### src/rtl/cpu_run_ctrl.sv
// Run controller for the multicycle core: post-reset hold, then clock-enable gating
// for free-run, single-step and cycle-bounded execution, with PC breakpoints and a cycle counter.
module cpu_run_ctrl #(
  parameter int unsigned RST_HOLD = 16,
  parameter int unsigned CNT_W    = 32,
  parameter int unsigned PC_W     = 32,
  parameter int unsigned N_BP     = 2
) (
  input  logic                 clk_i,
  input  logic                 rst_ni,
  input  logic [1:0]           mode_i,
  input  logic                 step_i,
  input  logic                 resume_i,
  input  logic [CNT_W-1:0]     cycle_limit_i,
  input  logic [PC_W-1:0]      pc_i,
  input  logic [N_BP-1:0]      bp_en_i,
  input  logic [N_BP*PC_W-1:0] bp_addr_i,
  output logic                 cpu_rst_no,
  output logic                 cpu_ce_o,
  output logic [CNT_W-1:0]     cycle_cnt_o,
  output logic                 halted_o,
  output logic [1:0]           halt_cause_o,
  output logic [2:0]           bp_hit_idx_o
);

  localparam int unsigned HOLD_W = (RST_HOLD > 1) ? $clog2(RST_HOLD) : 1;
  localparam logic [HOLD_W-1:0] HOLD_LAST = HOLD_W'(RST_HOLD - 1);

  localparam logic [1:0] MODE_FREE  = 2'b00;
  localparam logic [1:0] MODE_STEP  = 2'b01;
  localparam logic [1:0] MODE_BOUND = 2'b10;
  localparam logic [1:0] MODE_HALT  = 2'b11;

  localparam logic [1:0] CAUSE_NONE  = 2'b00;
  localparam logic [1:0] CAUSE_MODE  = 2'b01;
  localparam logic [1:0] CAUSE_LIMIT = 2'b10;
  localparam logic [1:0] CAUSE_BP    = 2'b11;

  typedef enum logic [1:0] {
    S_HOLD     = 2'd0,
    S_RUN      = 2'd1,
    S_STEPWAIT = 2'd2,
    S_HALT     = 2'd3
  } state_e;

  state_e            state_q, state_d;
  logic [HOLD_W-1:0] hold_cnt_q, hold_cnt_d;
  logic              cpu_rst_n_q, cpu_rst_n_d;
  logic              cpu_ce_q, cpu_ce_d;
  logic [CNT_W-1:0]  cycle_cnt_q, cycle_cnt_d;
  logic              halted_q, halted_d;
  logic [1:0]        halt_cause_q, halt_cause_d;
  logic [2:0]        bp_hit_idx_q, bp_hit_idx_d;
  logic              bp_ign_q, bp_ign_d;
  logic              step_q, resume_q;

  logic              step_p, resume_p;
  logic              bp_any, bp_live;
  logic [2:0]        bp_idx;
  logic              grant;
  logic              halt_req;
  logic [1:0]        halt_req_cause;

  assign step_p   = step_i & ~step_q;
  assign resume_p = resume_i & ~resume_q;

  // Walk channels high to low so the lowest matching index is the one left standing.
  always_comb begin
    bp_any = 1'b0;
    bp_idx = 3'd0;
    for (int i = N_BP - 1; i >= 0; i--) begin
      if (bp_en_i[i] && (pc_i == bp_addr_i[i*PC_W +: PC_W])) begin
        bp_any = 1'b1;
        bp_idx = 3'(i);
      end
    end
  end

  // The first decision after a resume skips the breakpoint so the core can leave the halted PC.
  assign bp_live = bp_any & ~bp_ign_q;

  always_comb begin
    state_d        = state_q;
    hold_cnt_d     = hold_cnt_q;
    cpu_rst_n_d    = cpu_rst_n_q;
    cpu_ce_d       = 1'b0;
    cycle_cnt_d    = cycle_cnt_q;
    halted_d       = halted_q;
    halt_cause_d   = halt_cause_q;
    bp_hit_idx_d   = bp_hit_idx_q;
    bp_ign_d       = bp_ign_q;
    grant          = 1'b0;
    halt_req       = 1'b0;
    halt_req_cause = CAUSE_NONE;

    unique case (state_q)
      S_HOLD: begin
        if (hold_cnt_q == HOLD_LAST) begin
          cpu_rst_n_d = 1'b1;
          unique case (mode_i)
            MODE_HALT: begin
              halt_req       = 1'b1;
              halt_req_cause = CAUSE_MODE;
            end
            MODE_STEP: state_d = S_STEPWAIT;
            default:   state_d = S_RUN;
          endcase
        end else begin
          hold_cnt_d = hold_cnt_q + 1'b1;
        end
      end

      S_RUN: begin
        if (bp_live) begin
          halt_req       = 1'b1;
          halt_req_cause = CAUSE_BP;
          bp_hit_idx_d   = bp_idx;
        end else if (mode_i == MODE_HALT) begin
          halt_req       = 1'b1;
          halt_req_cause = CAUSE_MODE;
        end else if (mode_i == MODE_STEP) begin
          state_d = S_STEPWAIT;
        end else if ((mode_i == MODE_BOUND) && (cycle_cnt_q >= cycle_limit_i)) begin
          halt_req       = 1'b1;
          halt_req_cause = CAUSE_LIMIT;
        end else begin
          grant = 1'b1;
        end
      end

      S_STEPWAIT: begin
        if (step_p && bp_live) begin
          halt_req       = 1'b1;
          halt_req_cause = CAUSE_BP;
          bp_hit_idx_d   = bp_idx;
        end else if (mode_i == MODE_HALT) begin
          halt_req       = 1'b1;
          halt_req_cause = CAUSE_MODE;
        end else if ((mode_i == MODE_FREE) || (mode_i == MODE_BOUND)) begin
          state_d = S_RUN;
        end else if (step_p) begin
          grant = 1'b1;
        end
      end

      S_HALT: begin
        if (resume_p && (mode_i != MODE_HALT)) begin
          state_d      = (mode_i == MODE_STEP) ? S_STEPWAIT : S_RUN;
          halted_d     = 1'b0;
          halt_cause_d = CAUSE_NONE;
          bp_ign_d     = 1'b1;
        end
      end

      default: state_d = S_HOLD;
    endcase

    if (halt_req) begin
      state_d      = S_HALT;
      halted_d     = 1'b1;
      halt_cause_d = halt_req_cause;
    end

    if (grant) begin
      cpu_ce_d    = 1'b1;
      cycle_cnt_d = cycle_cnt_q + CNT_W'(1);
      bp_ign_d    = 1'b0;
    end
  end

  always_ff @(posedge clk_i or negedge rst_ni) begin
    if (!rst_ni) begin
      state_q      <= S_HOLD;
      hold_cnt_q   <= '0;
      cpu_rst_n_q  <= 1'b0;
      cpu_ce_q     <= 1'b0;
      cycle_cnt_q  <= '0;
      halted_q     <= 1'b0;
      halt_cause_q <= CAUSE_NONE;
      bp_hit_idx_q <= 3'd0;
      bp_ign_q     <= 1'b0;
      step_q       <= 1'b0;
      resume_q     <= 1'b0;
    end else begin
      state_q      <= state_d;
      hold_cnt_q   <= hold_cnt_d;
      cpu_rst_n_q  <= cpu_rst_n_d;
      cpu_ce_q     <= cpu_ce_d;
      cycle_cnt_q  <= cycle_cnt_d;
      halted_q     <= halted_d;
      halt_cause_q <= halt_cause_d;
      bp_hit_idx_q <= bp_hit_idx_d;
      bp_ign_q     <= bp_ign_d;
      step_q       <= step_i;
      resume_q     <= resume_i;
    end
  end

  assign cpu_rst_no   = cpu_rst_n_q;
  assign cpu_ce_o     = cpu_ce_q;
  assign cycle_cnt_o  = cycle_cnt_q;
  assign halted_o     = halted_q;
  assign halt_cause_o = halt_cause_q;
  assign bp_hit_idx_o = bp_hit_idx_q;

endmodule

### config.mk
export PLATFORM = sky130hd
export DESIGN_NAME = cpu_run_ctrl
export DESIGN_NICKNAME = d
export VERILOG_FILES = /design/src/rtl/cpu_run_ctrl.sv
export SDC_FILE = /design/constraint.sdc
export NUM_CORES = 1
export LEC_CHECK = 0
export CAP_MARGIN = 15
export CORE_MARGIN = 8
export CORE_UTILIZATION = 33
export CTS_CLUSTER_DIAMETER = 30
export CTS_CLUSTER_SIZE = 40
export DETAILED_ROUTE_END_ITERATION = 16
export GPL_ROUTABILITY_DRIVEN = 0
export PLACE_DENSITY_LB_ADDON = 0.1
export SLEW_MARGIN = 25
export SYNTH_ARGS = -nofsm -noshare
export SYNTH_HDL_FRONTEND = slang
export SYNTH_SLANG_ARGS = --single-unit
### constraint.sdc
create_clock -name clk_i -period 3.3 [get_ports clk_i]
set_input_delay 0.825 -clock clk_i [delete_from_list [all_inputs] [get_ports clk_i]]
set_output_delay 0.825 -clock clk_i [all_outputs]
set_load 0.03 [all_outputs]
======== Word-level counts from Yosys, hierarchy flattened ========
Index checks and enable logic that the tools add are counted.
word-level totals
  bits in registers ....................... 49
  bits in latches ......................... 0
  memory bits (writable) .................. 0
  ROM bits ................................ 0
  input port bits ......................... 136
  word-level logic and storage cells ...... 115
  memories kept ........................... 0
operators by class
  add/sub/neg operators ................... 2
  multiply operators ...................... 0
  div/mod/pow operators ................... 0
  $lt $le $gt $ge ......................... 1
  equal/unequal tests ..................... 21
  shift-type cells ........................ 0
  muxes and demuxes ....................... 54
  bitwise operators ....................... 7
  reduce and logical (&&, ||, !) cells .... 19
operator list
  cell                                                                   count
  32-bit equality test                                                   2
  2-bit two-way mux                                                      18
  32-bit by 1-bit adder with 32-bit output, second input constant        1
  32-bit >= comparator                                                   1
  1-bit two-way mux                                                      27
  3-bit inequality test, second input constant                           9
  2-bit nonzero test                                                     5
  3-bit two-way mux                                                      3
  9-bit AND reduction                                                    1
  2-bit equality test, second input constant                             4
  2-bit case mux with 4 select lines                                     1
  2-bit AND reduction                                                    4
  2-bit inequality test, second input constant                           3
  2-bit case mux with 3 select lines                                     1
  3-bit case mux with 2 select lines                                     1
  1-bit logical AND                                                      5
  4-bit by 1-bit adder with 4-bit output, second input constant          1
  2-bit by 1-bit equality test with 1-bit output, second input constant  2
  4-bit equality test, second input constant                             1
  2-bit logical NOT                                                      2
  1-bit inverter                                                         4
  2-bit case mux with 2 select lines                                     1
  1-bit AND                                                              3
  1-bit case mux with 3 select lines                                     1
  other kinds (3)                                                        3

======== Logic depth before layout (Yosys ltp) ========
  word-level depth ........................ 10
  depth in mapped cells ................... 10
  depth with buffers taken out ............ 9

======== Worst setup path after synthesis ========
OpenSTA, ideal clock, no wires.
  kind .................................... input -> register
  start point ............................. input pc_i[18]
  end point ............................... register halted_q (netlist: halted_o)
  setup time .............................. 0.086 ns
  data arrival time ....................... 2.757 ns
  required time ........................... 3.214 ns
  path slack .............................. 0.457 ns
  stages .................................. 7
  buffers on the path ..................... 0
  cell sequence ........................... xor2_1 > or4b_1 > or4b_1 > nor4_2 > o211a_1 > o21bai_2 > a32oi_1
between the ends
  word-level cells in the longest chain between the ends .. 10
  elaborated cells on any way between the ends .. 15
  classes of those cells .................. eq/ne (2); mux (6); bitwise (1); reduce/logical (6)
ends and longest elaborated chain
  element                               line  RTL
  start: declaration                    15    input logic [PC_W-1:0] pc_i,
  32-bit equality test                  72    if (bp_en_i[i] && (pc_i == bp_addr_i[i*PC_W +: PC_W])) begin
  1-bit logical AND                     72
  1-bit two-way mux                     72
  1-bit two-way mux *                   72
  1-bit AND *                           80    assign bp_live = bp_any & ~bp_ign_q;
  1-bit logical AND                     132   if (step_p && bp_live) begin
  1-bit two-way mux                     132
  1-bit case mux with 3 select lines *  96    unique case (state_q)
  2-bit nonzero test (no line)          --
  2-bit AND reduction (no line)         --
  end signal: assignment                190   halted_q <= halted_d;
  end: declaration                      51    logic halted_q, halted_d;
Mark *: on every way between the ends. The rest lies on a longest branch, timed or not.
A chain may end at the register's enable or synchronous reset.

======== Worst setup path in the final report ========
  start point ............................. input pc_i[10]
  end point ............................... register state_q[1]
between the ends
  word-level cells in the longest chain between the ends .. 10
  elaborated cells on any way between the ends .. 22
  classes of those cells .................. eq/ne (11); mux (6); bitwise (1); reduce/logical (4)
ends and longest elaborated chain
  element                             line  RTL
  32-bit equality test                72
  1-bit logical AND                   72
  1-bit two-way mux                   72
  1-bit two-way mux *                 72
  1-bit AND *                         80
  1-bit logical AND                   132
  1-bit two-way mux                   132
  1-bit case mux with 3 select lines  96
  3-bit inequality test (no line)     --
  9-bit AND reduction (no line)       --
  end signal: assignment              185   state_q <= state_d;
  end: declaration                    46    state_e state_q, state_d;
Marked as above.

==> out/qor.yml <==
critical_path:
  path_buf_inv: 2
  path_cells: "clkdlybuf4s50_1 > xor2_1 > or4b_1 > or4b_4 > nor4_4 > o211a_1 > buf_4 > o21ai_0 > nand4_1"
  worstSetupEndpointType: "flop"
  critPathMaxStageDelay_ns: 0.58
  cp-start-kind: "primary input"
  path_max_fanout: 3
  crit_path_top_delay_cell: "or4b_4"
  crit_family: "simple AND/OR/NAND/NOR gates"
  worstPathArrival_ns: 3.39
  critical_path_required_ns: 3.52
  critPathKind: "primary input to flop"
clocking:
  htreeDepth: 2
  cts_tree: "built"
  clock_path_buffers: 2
  root_buffer: "clkbuf_16"
  numCtsBuffers: 5
  clkTransAtPathRegs_ns: 0.07
  cts_sinks: 47
  clock_latency_ns: 0.28
timing:
  rsz0062_at_grt: "no"
  tightest_slew_ns: 0.644
  drv_slew: 0
  finalHoldViolCount: 0
  min_period_ns: 3.17
  relSlewSlack_pct: 57.1
  fmax_mhz: 315
  timing.hold.ws_ns: 0.471
  setup_viol: 0
  skew_ns: 0.00293
  post-route-period-util_pct: 96.1
worst_hold_path:
  hold_class: "flop to flop"
routing:
  met3_length_um: 1260
  top_layer: "met4"
  wl_um: 13800
  viasPerCell: 4.94
  vias: 4165
  met2WireLength_um: 7220
  wl_per_cell_um: 16.4
  drcViolationCount: 0
  drt_iter0_drc: 185
  wl_met1_um: 5180
  dr.pass1.iters: 4
  ant_nets: 0
global_route:
  antenna_found_initial: 0
  grt_start_max_net_pins: 31
  grt_use_total_pct: 16.9
  grt_pass1_vias: 4429
  grt_overflow: 0
  grt_pass1_wl_um: 22300
pwr:
  p_leak_nw: 2.66
  vdd.ir_drop.worst_mv: 0.226
  pwr_density_cell_nw_per_um2: 375
synthesis:
  synth_edf_count: 0
  syn_area_per_cell_um2: 8.60
  syn_inst: 479
  netlist-cell-type-count: 48
  synth_ff_type: "dfrtp_1"
  syn_area_um2: 4120
  ys_async_sr_fraction_pct: 100
  yosysSeqAreaShare_pct: 28.6
  yosysWarnings: 0
  synth-seq-cells: 47
job:
  maxCapViolations: 0
floorplanning:
  fp.dieArea_um2: 16300
  die_y_um: 128
  initial_core_util_pct: 33.2
  coreArea_um2: 12400
  io_pins: 176
  fp-row-count: 41
  fp.dieW_um: 128
layout:
  layout.nets: 844
  layout-drive-gt1-share_pct: 6.41
  final_util_pct: 51.5
  design_area_um2: 6400
  fillers: 1204
  n_antenna_cell: 0
  synthToLayoutAreaGrowth_pct: 55.4
  fin_cells: 843
place:
  place_area_um2: 6200
  port_buffers: 173
  dp_cells: 834
  dp_hpwl_um: 11900
outcome:
  outcome: "finished, final reports clean"
[Yosys cell counts (8+ instances only)]
| master | count | area [um^2] |
|---|---|---|
| nand4_1 | 34 | 213 |
| a21oi_1 | 20 | 100 |
| xnor2_1 | 65 | 569 |
| and3_1 | 11 | 68.8 |
| clkbuf_1 | 11 | 41.3 |
| nor3_1 | 8 | 40.0 |
| inv_1 | 40 | 150 |
| nand3_1 | 32 | 160 |
| dfrtp_1 | 47 | 1180 |
| nor4_1 | 9 | 56.3 |
| nor2_1 | 25 | 93.8 |
| nand2_1 | 33 | 124 |
| ha_1 | 38 | 475 |
| xor2_1 | 32 | 280 |
[final cells by class]
class / count / area [um^2] / area share (%)
Multi-Input combinational cell: 380 / 2800 / 43.7
Timing Repair Buffer: 196 / 1900 / 29.7
Clock inverter: 2 / 16.3 / 0.254
Clock buffer: 6 / 139 / 2.17
Tap cell: 172 / 215 / 3.36
Sequential cell: 47 / 1180 / 18.4
Inverter: 40 / 150 / 2.35
[placed cells by master (no fill, tap or decap), drive strengths merged, types with 2 or more instances in the layout]
cell           count
dfrtp             47
and2               4
nand3             32
clkdlybuf4s50    172
nand4             34
buf               24
o21ai              8
nand2             33
nor3               8
mux2               3
xnor2             65
a21oi             21
o22ai              2
nor4              11
or3                4
nand2b             5
inv               40
o21a               3
o211ai             2
a32oi              3
a31oi              4
ha                38
or4b               2
nand3b             2
and3              11
nor4b              3
clkbuf             6
or4                4
conb               2
and4               3
nand4b             4
nor2              25
xor2              32
[logic make-up (layout without fill, tap and decap cells)]
logic type      count (synthesis)  after routing  synth area share (%)
buf+inv                        53            244                  5.01
xor+xnor                       97             97                  20.6
fa+ha+maj                      38             38                  11.5
simple gates                  190            190                  25.7
other cells                     1              2                0.0911
compound gates                 50             50                  7.63
mux                             3              3                 0.820
flops                          47             47                  28.6
[timing repair]
action                     CTS  global route
setup buffers                0             1
hold buffers                 0             0
setup endpoints to repair    0            32
resized for setup            0             6
[layer usage]
metal | track usage, % | vias up
met5 | 0 | -
met4 | 3.22 | 0
met3 | 6.36 | 11
met2 | 31.7 | 125
met1 | 17.5 | 1958
li1 | - | 2071
[state kept, by name, indices dropped and copies added, names as in the netlist]
signal and flops:
bp_hit_idx_o 1, bp_ign_q 1, cpu_ce_o 1, cpu_rst_no 1, cycle_cnt_o 32, halt_cause_o 2
halted_o 1, hold_cnt_q 4, resume_q 1, state_q 2, step_q 1
[worst paths after layout]
path / start / to / slack [ns] / depth (start not counted)
setup reg to reg: cycle_cnt_o[0] / cycle_cnt_o[5] / 0.68 / 10
hold / removal: cpu_rst_no / cpu_rst_no / 0.47 / 1
hold reg to reg: cpu_rst_no / cpu_rst_no / 0.47 / 1
max in group asynchronous: rst_ni / hold_cnt_q[0] / 2.13 / 2
setup / recovery: pc_i[10] / state_q[1] / 0.13 / 9
min in group asynchronous: rst_ni / cycle_cnt_o[14] / 0.56 / 1
[through the flow]
step / worst slack (ns) / power (mW) / TNS, ns
2_1_floorplan: 0.457 / 1.40 / 0
4_1_cts: 0.0283 / 2.42 / 0
6_report: 0.128 / 2.40 / 0
3_5_place_dp: -0.257 / 1.88 / -8.27
3_3_place_gp: -0.213 / 1.86 / -6.79
5_1_grt: 0.0153 / 2.57 / 0
[power breakdown]
group | leakage (nW) | switching, mW | internal, mW
clock network | 0.0731 | 0.223 | 0.303
registers | 0.622 | 0.101 | 0.669
logic | 1.97 | 0.574 | 0.529
total | 2.66 | 0.898 | 1.50
Power figures use the tool's default switching activity.
